[config.mk]
export PLATFORM = sky130hd
export DESIGN_NAME = elm_weight_read_sequencer_flat
export DESIGN_NICKNAME = d
export VERILOG_FILES = /design/src/rtl/elm_weight_read_sequencer_pkg.sv /design/src/rtl/elm_weight_read_sequencer_if.sv /design/src/rtl/elm_weight_read_sequencer.sv /design/src/flat_wrapper.sv
export SDC_FILE = /design/constraint.sdc
export NUM_CORES = 1
export LEC_CHECK = 0
export CAP_MARGIN = 20
export CORE_MARGIN = 3
export CORE_UTILIZATION = 41
export CTS_BUF_LIST = sky130_fd_sc_hd__clkbuf_4 sky130_fd_sc_hd__clkbuf_8 sky130_fd_sc_hd__clkbuf_16
export CTS_CLUSTER_DIAMETER = 80
export CTS_CLUSTER_SIZE = 8
export DETAILED_ROUTE_END_ITERATION = 12
export PLACE_DENSITY = 0.85
export SETUP_SLACK_MARGIN = 0.2
export SLEW_MARGIN = 20
export SYNTH_ARGS = -nofsm -noshare
export SYNTH_HDL_FRONTEND = slang
export SYNTH_SLANG_ARGS = --single-unit
[constraint.sdc]
create_clock -name clk -period 5 [get_ports clk]
set_clock_uncertainty 0.1 [all_clocks]
set_input_delay 1 -clock clk [delete_from_list [all_inputs] [get_ports clk]]
set_output_delay 1 -clock clk [all_outputs]
set_load 0.01 [all_outputs]
[src/rtl/elm_weight_read_sequencer_pkg.sv]
// -----------------------------------------------------------------------------
// elm_weight_read_sequencer_pkg
// Shared definitions for the per-neuron weight read sequencer:
//   - state_e        : sequencer FSM encoding (IDLE / RUN / DRAIN)
//   - DATA_W_DEF     : default feature / weight width
//   - ADDR_W_DEF     : default weight memory address width
//   - MNIST_FEATURES : input features per sample, i.e. weights per neuron
// -----------------------------------------------------------------------------
package elm_weight_read_sequencer_pkg;

  typedef enum logic [1:0] {
    ST_IDLE  = 2'd0,
    ST_RUN   = 2'd1,
    ST_DRAIN = 2'd2
  } state_e;

  localparam int DATA_W_DEF     = 16;
  localparam int ADDR_W_DEF     = 10;
  localparam int MNIST_FEATURES = 784;

endpackage

[src/rtl/elm_weight_read_sequencer_if.sv]
// -----------------------------------------------------------------------------
// elm_weight_read_sequencer_if
// Bundles the three buses the sequencer sits between:
//   feature stream : x_data, x_valid (in), x_ready (out)
//   weight memory  : ren, raddr (out), wout (in, valid the cycle after ren)
//   operand stream : op_x, op_w, op_valid, op_last (out), op_ready (in)
// Modports: master = sequencer side, slave = environment side.
//
// Handshake rule for both streams: a transfer happens on a rising clock edge
// where valid && ready are both high. A producer holding valid keeps its data
// and flags stable until that transfer; ready may depend combinationally on
// the receiver's own state but never on the same-cycle valid of that stream.
// -----------------------------------------------------------------------------
interface elm_weight_read_sequencer_if
  import elm_weight_read_sequencer_pkg::*;
#(
  parameter int ADDR_W = ADDR_W_DEF,
  parameter int DATA_W = DATA_W_DEF
);

  logic [DATA_W-1:0] x_data;
  logic              x_valid;
  logic              x_ready;

  logic              ren;
  logic [ADDR_W:0]   raddr;
  logic [DATA_W-1:0] wout;

  logic [DATA_W-1:0] op_x;
  logic [DATA_W-1:0] op_w;
  logic              op_valid;
  logic              op_last;
  logic              op_ready;

  modport master (
    input  x_data, x_valid, wout, op_ready,
    output x_ready, ren, raddr, op_x, op_w, op_valid, op_last
  );

  modport slave (
    output x_data, x_valid, wout, op_ready,
    input  x_ready, ren, raddr, op_x, op_w, op_valid, op_last
  );

endinterface

[src/rtl/elm_weight_read_sequencer.sv]
// -----------------------------------------------------------------------------
// elm_weight_read_sequencer
// Drives the single read port of one neuron's weight BRAM in lock-step with
// the incoming feature stream and emits aligned (x, w) operand pairs.
//
// Ports:
//   clk        rising-edge clock
//   rstn       asynchronous active-low reset
//   start      begin one neuron pass (sampled only in IDLE)
//   clr        synchronous abort to IDLE, no done pulse
//   bus        feature / memory / operand buses (master modport)
//   busy       high while in RUN or DRAIN
//   done       one-cycle pulse after the last pair is accepted
//   dbg_state  current FSM state
//
// Each accepted feature issues one BRAM read; the feature is registered while
// the memory registers the weight, so both appear together one cycle later.
// op_w is wout passed straight through: while a pair is stalled no read is
// issued, so the memory output (and hence op_w) holds on its own.
// -----------------------------------------------------------------------------
module elm_weight_read_sequencer
  import elm_weight_read_sequencer_pkg::*;
#(
  parameter int ADDR_W      = ADDR_W_DEF,
  parameter int DATA_W      = DATA_W_DEF,
  parameter int NUM_WEIGHTS = MNIST_FEATURES
) (
  input  logic                         clk,
  input  logic                         rstn,
  input  logic                         start,
  input  logic                         clr,
  elm_weight_read_sequencer_if.master  bus,
  output logic                         busy,
  output logic                         done,
  output state_e                       dbg_state
);

  localparam logic [ADDR_W-1:0] LAST_IDX = ADDR_W'(NUM_WEIGHTS - 1);

  state_e            state_q;
  logic [ADDR_W-1:0] cnt_q;
  logic [DATA_W-1:0] op_x_q;
  logic              op_valid_q;
  logic              op_last_q;
  logic              done_q;

  logic advance;
  logic fire;
  logic is_last;

  // The output slot can take a new pair when it is empty or being emptied.
  assign advance = !op_valid_q || bus.op_ready;
  assign bus.x_ready = (state_q == ST_RUN) && advance;
  assign fire    = bus.x_valid && bus.x_ready;
  assign is_last = (cnt_q == LAST_IDX);

  assign bus.ren      = fire;
  assign bus.raddr    = {1'b0, cnt_q};
  assign bus.op_x     = op_x_q;
  assign bus.op_w     = bus.wout;
  assign bus.op_valid = op_valid_q;
  assign bus.op_last  = op_last_q;

  assign busy      = (state_q == ST_RUN) || (state_q == ST_DRAIN);
  assign done      = done_q;
  assign dbg_state = state_q;

  always_ff @(posedge clk or negedge rstn) begin
    if (!rstn) begin
      state_q    <= ST_IDLE;
      cnt_q      <= '0;
      op_x_q     <= '0;
      op_valid_q <= 1'b0;
      op_last_q  <= 1'b0;
      done_q     <= 1'b0;
    end else if (clr) begin
      // Abort drops the in-flight pair; op_x keeps stale data but is
      // qualified by op_valid.
      state_q    <= ST_IDLE;
      cnt_q      <= '0;
      op_valid_q <= 1'b0;
      op_last_q  <= 1'b0;
      done_q     <= 1'b0;
    end else begin
      done_q <= 1'b0;

      // Output slot: a fire refills it, an accept without a fire empties it.
      if (fire) begin
        op_x_q     <= bus.x_data;
        op_valid_q <= 1'b1;
        op_last_q  <= is_last;
        // Counter parks on the last index; start rewinds it.
        if (!is_last) begin
          cnt_q <= cnt_q + ADDR_W'(1);
        end
      end else if (op_valid_q && bus.op_ready) begin
        op_valid_q <= 1'b0;
        op_last_q  <= 1'b0;
      end

      case (state_q)
        ST_IDLE: begin
          if (start) begin
            state_q <= ST_RUN;
            cnt_q   <= '0;
          end
        end
        ST_RUN: begin
          if (fire && is_last) begin
            state_q <= ST_DRAIN;
          end
        end
        ST_DRAIN: begin
          if (op_valid_q && bus.op_ready && op_last_q) begin
            state_q <= ST_IDLE;
            done_q  <= 1'b1;
          end
        end
        default: begin
          state_q <= ST_IDLE;
        end
      endcase
    end
  end

endmodule

[src/flat_wrapper.sv]
// flat-port wrapper written by rule: the top's interface ports become plain ports
module elm_weight_read_sequencer_flat import elm_weight_read_sequencer_pkg::*;
#(
  parameter int ADDR_W      = ADDR_W_DEF,
  parameter int DATA_W      = DATA_W_DEF,
  parameter int NUM_WEIGHTS = MNIST_FEATURES
)
  (clk, rstn, start, clr, busy, done, dbg_state, bus_x_data, bus_x_valid, bus_wout, bus_op_ready, bus_x_ready, bus_ren, bus_raddr, bus_op_x, bus_op_w, bus_op_valid, bus_op_last);
  elm_weight_read_sequencer_if #(.ADDR_W(ADDR_W), .DATA_W(DATA_W)) bus_i ();
  input  logic clk;
  input  logic rstn;
  input  logic start;
  input  logic clr;
  output logic busy;
  output logic done;
  output state_e dbg_state;
  input wire logic [$bits(bus_i.x_data)-1:0] bus_x_data;
  input wire logic [$bits(bus_i.x_valid)-1:0] bus_x_valid;
  input wire logic [$bits(bus_i.wout)-1:0] bus_wout;
  input wire logic [$bits(bus_i.op_ready)-1:0] bus_op_ready;
  output wire logic [$bits(bus_i.x_ready)-1:0] bus_x_ready;
  output wire logic [$bits(bus_i.ren)-1:0] bus_ren;
  output wire logic [$bits(bus_i.raddr)-1:0] bus_raddr;
  output wire logic [$bits(bus_i.op_x)-1:0] bus_op_x;
  output wire logic [$bits(bus_i.op_w)-1:0] bus_op_w;
  output wire logic [$bits(bus_i.op_valid)-1:0] bus_op_valid;
  output wire logic [$bits(bus_i.op_last)-1:0] bus_op_last;
  assign bus_i.x_data = bus_x_data;
  assign bus_i.x_valid = bus_x_valid;
  assign bus_i.wout = bus_wout;
  assign bus_i.op_ready = bus_op_ready;
  assign bus_x_ready = bus_i.x_ready;
  assign bus_ren = bus_i.ren;
  assign bus_raddr = bus_i.raddr;
  assign bus_op_x = bus_i.op_x;
  assign bus_op_w = bus_i.op_w;
  assign bus_op_valid = bus_i.op_valid;
  assign bus_op_last = bus_i.op_last;
  elm_weight_read_sequencer #(.ADDR_W(ADDR_W), .DATA_W(DATA_W), .NUM_WEIGHTS(NUM_WEIGHTS)) u_core (.clk(clk), .rstn(rstn), .start(start), .clr(clr), .bus(bus_i), .busy(busy), .done(done), .dbg_state(dbg_state));
endmodule
==> impl_metrics.yaml <==
logic_synthesis:
  ys_warn_count: 0
  synth_cell_types: 35
  synth-edff-count: 0
  synth_cells: 136
  synthArstFlopShare_pct: 100.0
  yosys-top-cells-area: "dfrtp_1 49%, buf_4 8.1%, mux2_2 7.2%, mux2_1 4.3%, ha_1 3.2%"
  synth_area_leader_cell: "dfrtp_1"
  yosysSeqAreaShare_pct: 49.32
  synth.top_cell.area_share_pct: 49.32
  syn_area_um2: 1573
  synthFlopType: "dfrtp_1"
  syn-num-nets: 178
  syn_avg_cell_area_um2: 11.56
  synth-seq-cells: 31
global_route:
  groute.usage.overall_pct: 18.09
  grt_max_degree: 32
  grt_overflow: 0
  grt_pass1_wl_mm: 6.051
  antenna_found_initial: 0
  grt_pass1_vias: 1260
place:
  portBuffers: 55
  post_dp_cell_area_um2: 2066
  dp_cells: 221
  dp.final_hpwl_mm: 2.617
  gp_congestion: 0.8143
setup_path:
  startpoint: "bus_op_ready"
  cp.required_ns: 3.90
  critPathCaptureType: "output pin"
  crit_arrival_ns: 2.57
  reg2reg_slack_ns: 2.90
  crit_path_max_fanout: 12
  worstReg2RegEnd: "u_core.dbg_state[1]$_DFFE_PN0P_"
  r2r-start: "u_core.cnt_q[4]$_DFF_PN0_"
  path_class: "in -> out"
  endpoint: "bus_ren"
  startpoint_type: "input pin"
  r2r_cells: 5
clocking:
  cts_made_buffers: 5
  clkSinkCount: 31
  cts_tree: "built"
  path_clk_slew_ns: 0.06
  cts_resized: 0
  ctsHoldBuffers: 0
  cts_buffer_depth: 2
  ctsHtreeMaxLevel: 2
  cts_setup_buffers: 0
  cts_root_buf: "clkbuf_8"
  clkLatencyLatePin_ns: 0.28
layout:
  fin_nets: 224
  antenna-diode-count: 0
  drive_above_1_share_pct: 15.38
  area_delta_synth_final_pct: 36.91
  fin_cells: 228
  n_fill_cell: 287
  fin_area_um2: 2153
route:
  first_pass_iters: 4
  first_iter_violations: 25
  routedWlPerCell_um: 15.89
  via_per_inst: 5.254
  dr_total_vias: 1198
  ant_nets: 0
  routed_wl_mm: 3.624
  drc: 0
run:
  maxCapViolations: 0
floorplan:
  fp-row-count: 21
  core_area_um2: 3521
  start_util_pct: 44.67
  dieArea_um2: 4615
  die_y_um: 67.94
  ios: 89
  fp.dieW_um: 67.94
power:
  p_leak_nw: 0.8569
  peakVddDrop_uv: 297.0
  powerDensity_nw_per_um2: 436.7
  total_power_mw: 0.9404
outcome:
  outcome: "finished clean"
sta:
  setup_viol: 0
  finalWorstPathRequiredPeriod_ns: 3.673
  whs_ns: 0.3896
  fmax_ghz: 0.2723
  grt_setup_unrepaired: "no"
  period_share_pct: 73.46
  final_hold_viol_count: 0
  finalMaxSlewViolations: 0
  setup_tns_ns: 0
hold_path:
  hold_path.class: "reg -> reg"
-- worst min path at each step --
stage,start,slack [ns],cells after the start,end
after floorplan,u_core.bus.op_x[0]$_DFFE_PN0P_,0.43,1,u_core.bus.op_x[0]$_DFFE_PN0P_
after global placement,u_core.bus.op_x[6]$_DFFE_PN0P_,0.37,1,u_core.bus.op_x[6]$_DFFE_PN0P_
after detailed placement,u_core.bus.op_x[15]$_DFFE_PN0P_,0.38,1,u_core.bus.op_x[15]$_DFFE_PN0P_
after CTS,u_core.bus.op_x[0]$_DFFE_PN0P_,0.39,1,u_core.bus.op_x[0]$_DFFE_PN0P_
after global routing,u_core.bus.op_x[1]$_DFFE_PN0P_,0.43,1,u_core.bus.op_x[1]$_DFFE_PN0P_
final,u_core.bus.op_x[15]$_DFFE_PN0P_,0.39,1,u_core.bus.op_x[15]$_DFFE_PN0P_
-- layer usage --
layer	wire length, um	global-route usage [%]	vias up	share of wire (%)
li1	-	-	543	-
met1	1353	19.75	598	37
met2	1782	28.16	44	49
met3	400	10.34	13	11
met4	87	8.685	0	2.4
met5	0	0	-	0
-- stage by stage --
stage	util (%)	setup slack [ns]
floorplan	-	2.315
finish	61.16	1.327
global placement	58.67	1.378
detailed placement	58.67	1.347
CTS	61.16	1.339
global route	61.16	1.260
-- cell type report --
cell class	count	area (um2)	area share, %
sequential	31	775.7	36.03
multi-input combinational	80	636.9	29.58
timing repair buffer	58	573.1	26.61
clock buffer	6	82.58	3.835
tap	46	57.56	2.673
inverter	6	22.52	1.046
clock inverter	1	5.005	0.2324
-- cell usage in the layout, fill, tap and decap left out, types with 2 or more instances in the layout --
master | Yosys | routed
clkdlybuf4s50_1 | 0 | 55
dfrtp_1 | 31 | 31
nor2_1 | 10 | 10
mux2_2 | 10 | 10
nand2_1 | 9 | 9
mux2_1 | 6 | 6
clkbuf_8 | 0 | 6
inv_1 | 5 | 5
xnor2_1 | 5 | 5
a21oi_1 | 5 | 5
ha_1 | 4 | 4
nand3_1 | 3 | 3
nor4_1 | 3 | 3
nor3b_1 | 3 | 3
buf_4 | 17 | 3
nand4_1 | 2 | 2
o21a_1 | 2 | 2
-- power by group --
| group | internal, mW | switching (mW) |
|---|---|---|
| Clock | 0.108 | 0.0895 |
| Sequential | 0.324 | 0.0420 |
| Combinational | 0.225 | 0.152 |
| Total | 0.657 | 0.284 |
-- sequential cells by signal, indices dropped and copies added, names as in the netlist --
name	count
u_core.bus.op_last	1
u_core.bus.op_valid	1
u_core.bus.op_x	16
u_core.cnt_q	10
u_core.dbg_state	2
u_core.done	1
-- worst max-delay path: stages --
cell and delay (ns):
clkdlybuf4s50_1 0.50, nand2b_1 0.15, nand3_1 0.08, buf_4 0.19, inv_2 0.11, clkdlybuf4s50_1 0.54
-- cells by family (layout without fill, tap and decap cells) --
kind of cell	Yosys count	after routing	synth area share [%]
adder cells (fa/ha/maj)	4	4	3.182
multiplexers	17	17	12.09
AND/OR/NAND/NOR	37	37	13.29
XOR/XNOR	6	6	3.341
AO/OA/AOI/OAI	15	15	8.353
flip-flops	31	31	49.32
buffers and inverters	25	71	10.18
other	1	1	0.2384
-- cell usage after synthesis (4+ instances only) --
master	number
a21oi_1	5
buf_4	17
dfrtp_1	31
ha_1	4
inv_1	5
mux2_1	6
mux2_2	10
nand2_1	9
nor2_1	10
xnor2_1	5
Power figures use the tool's default switching activity.
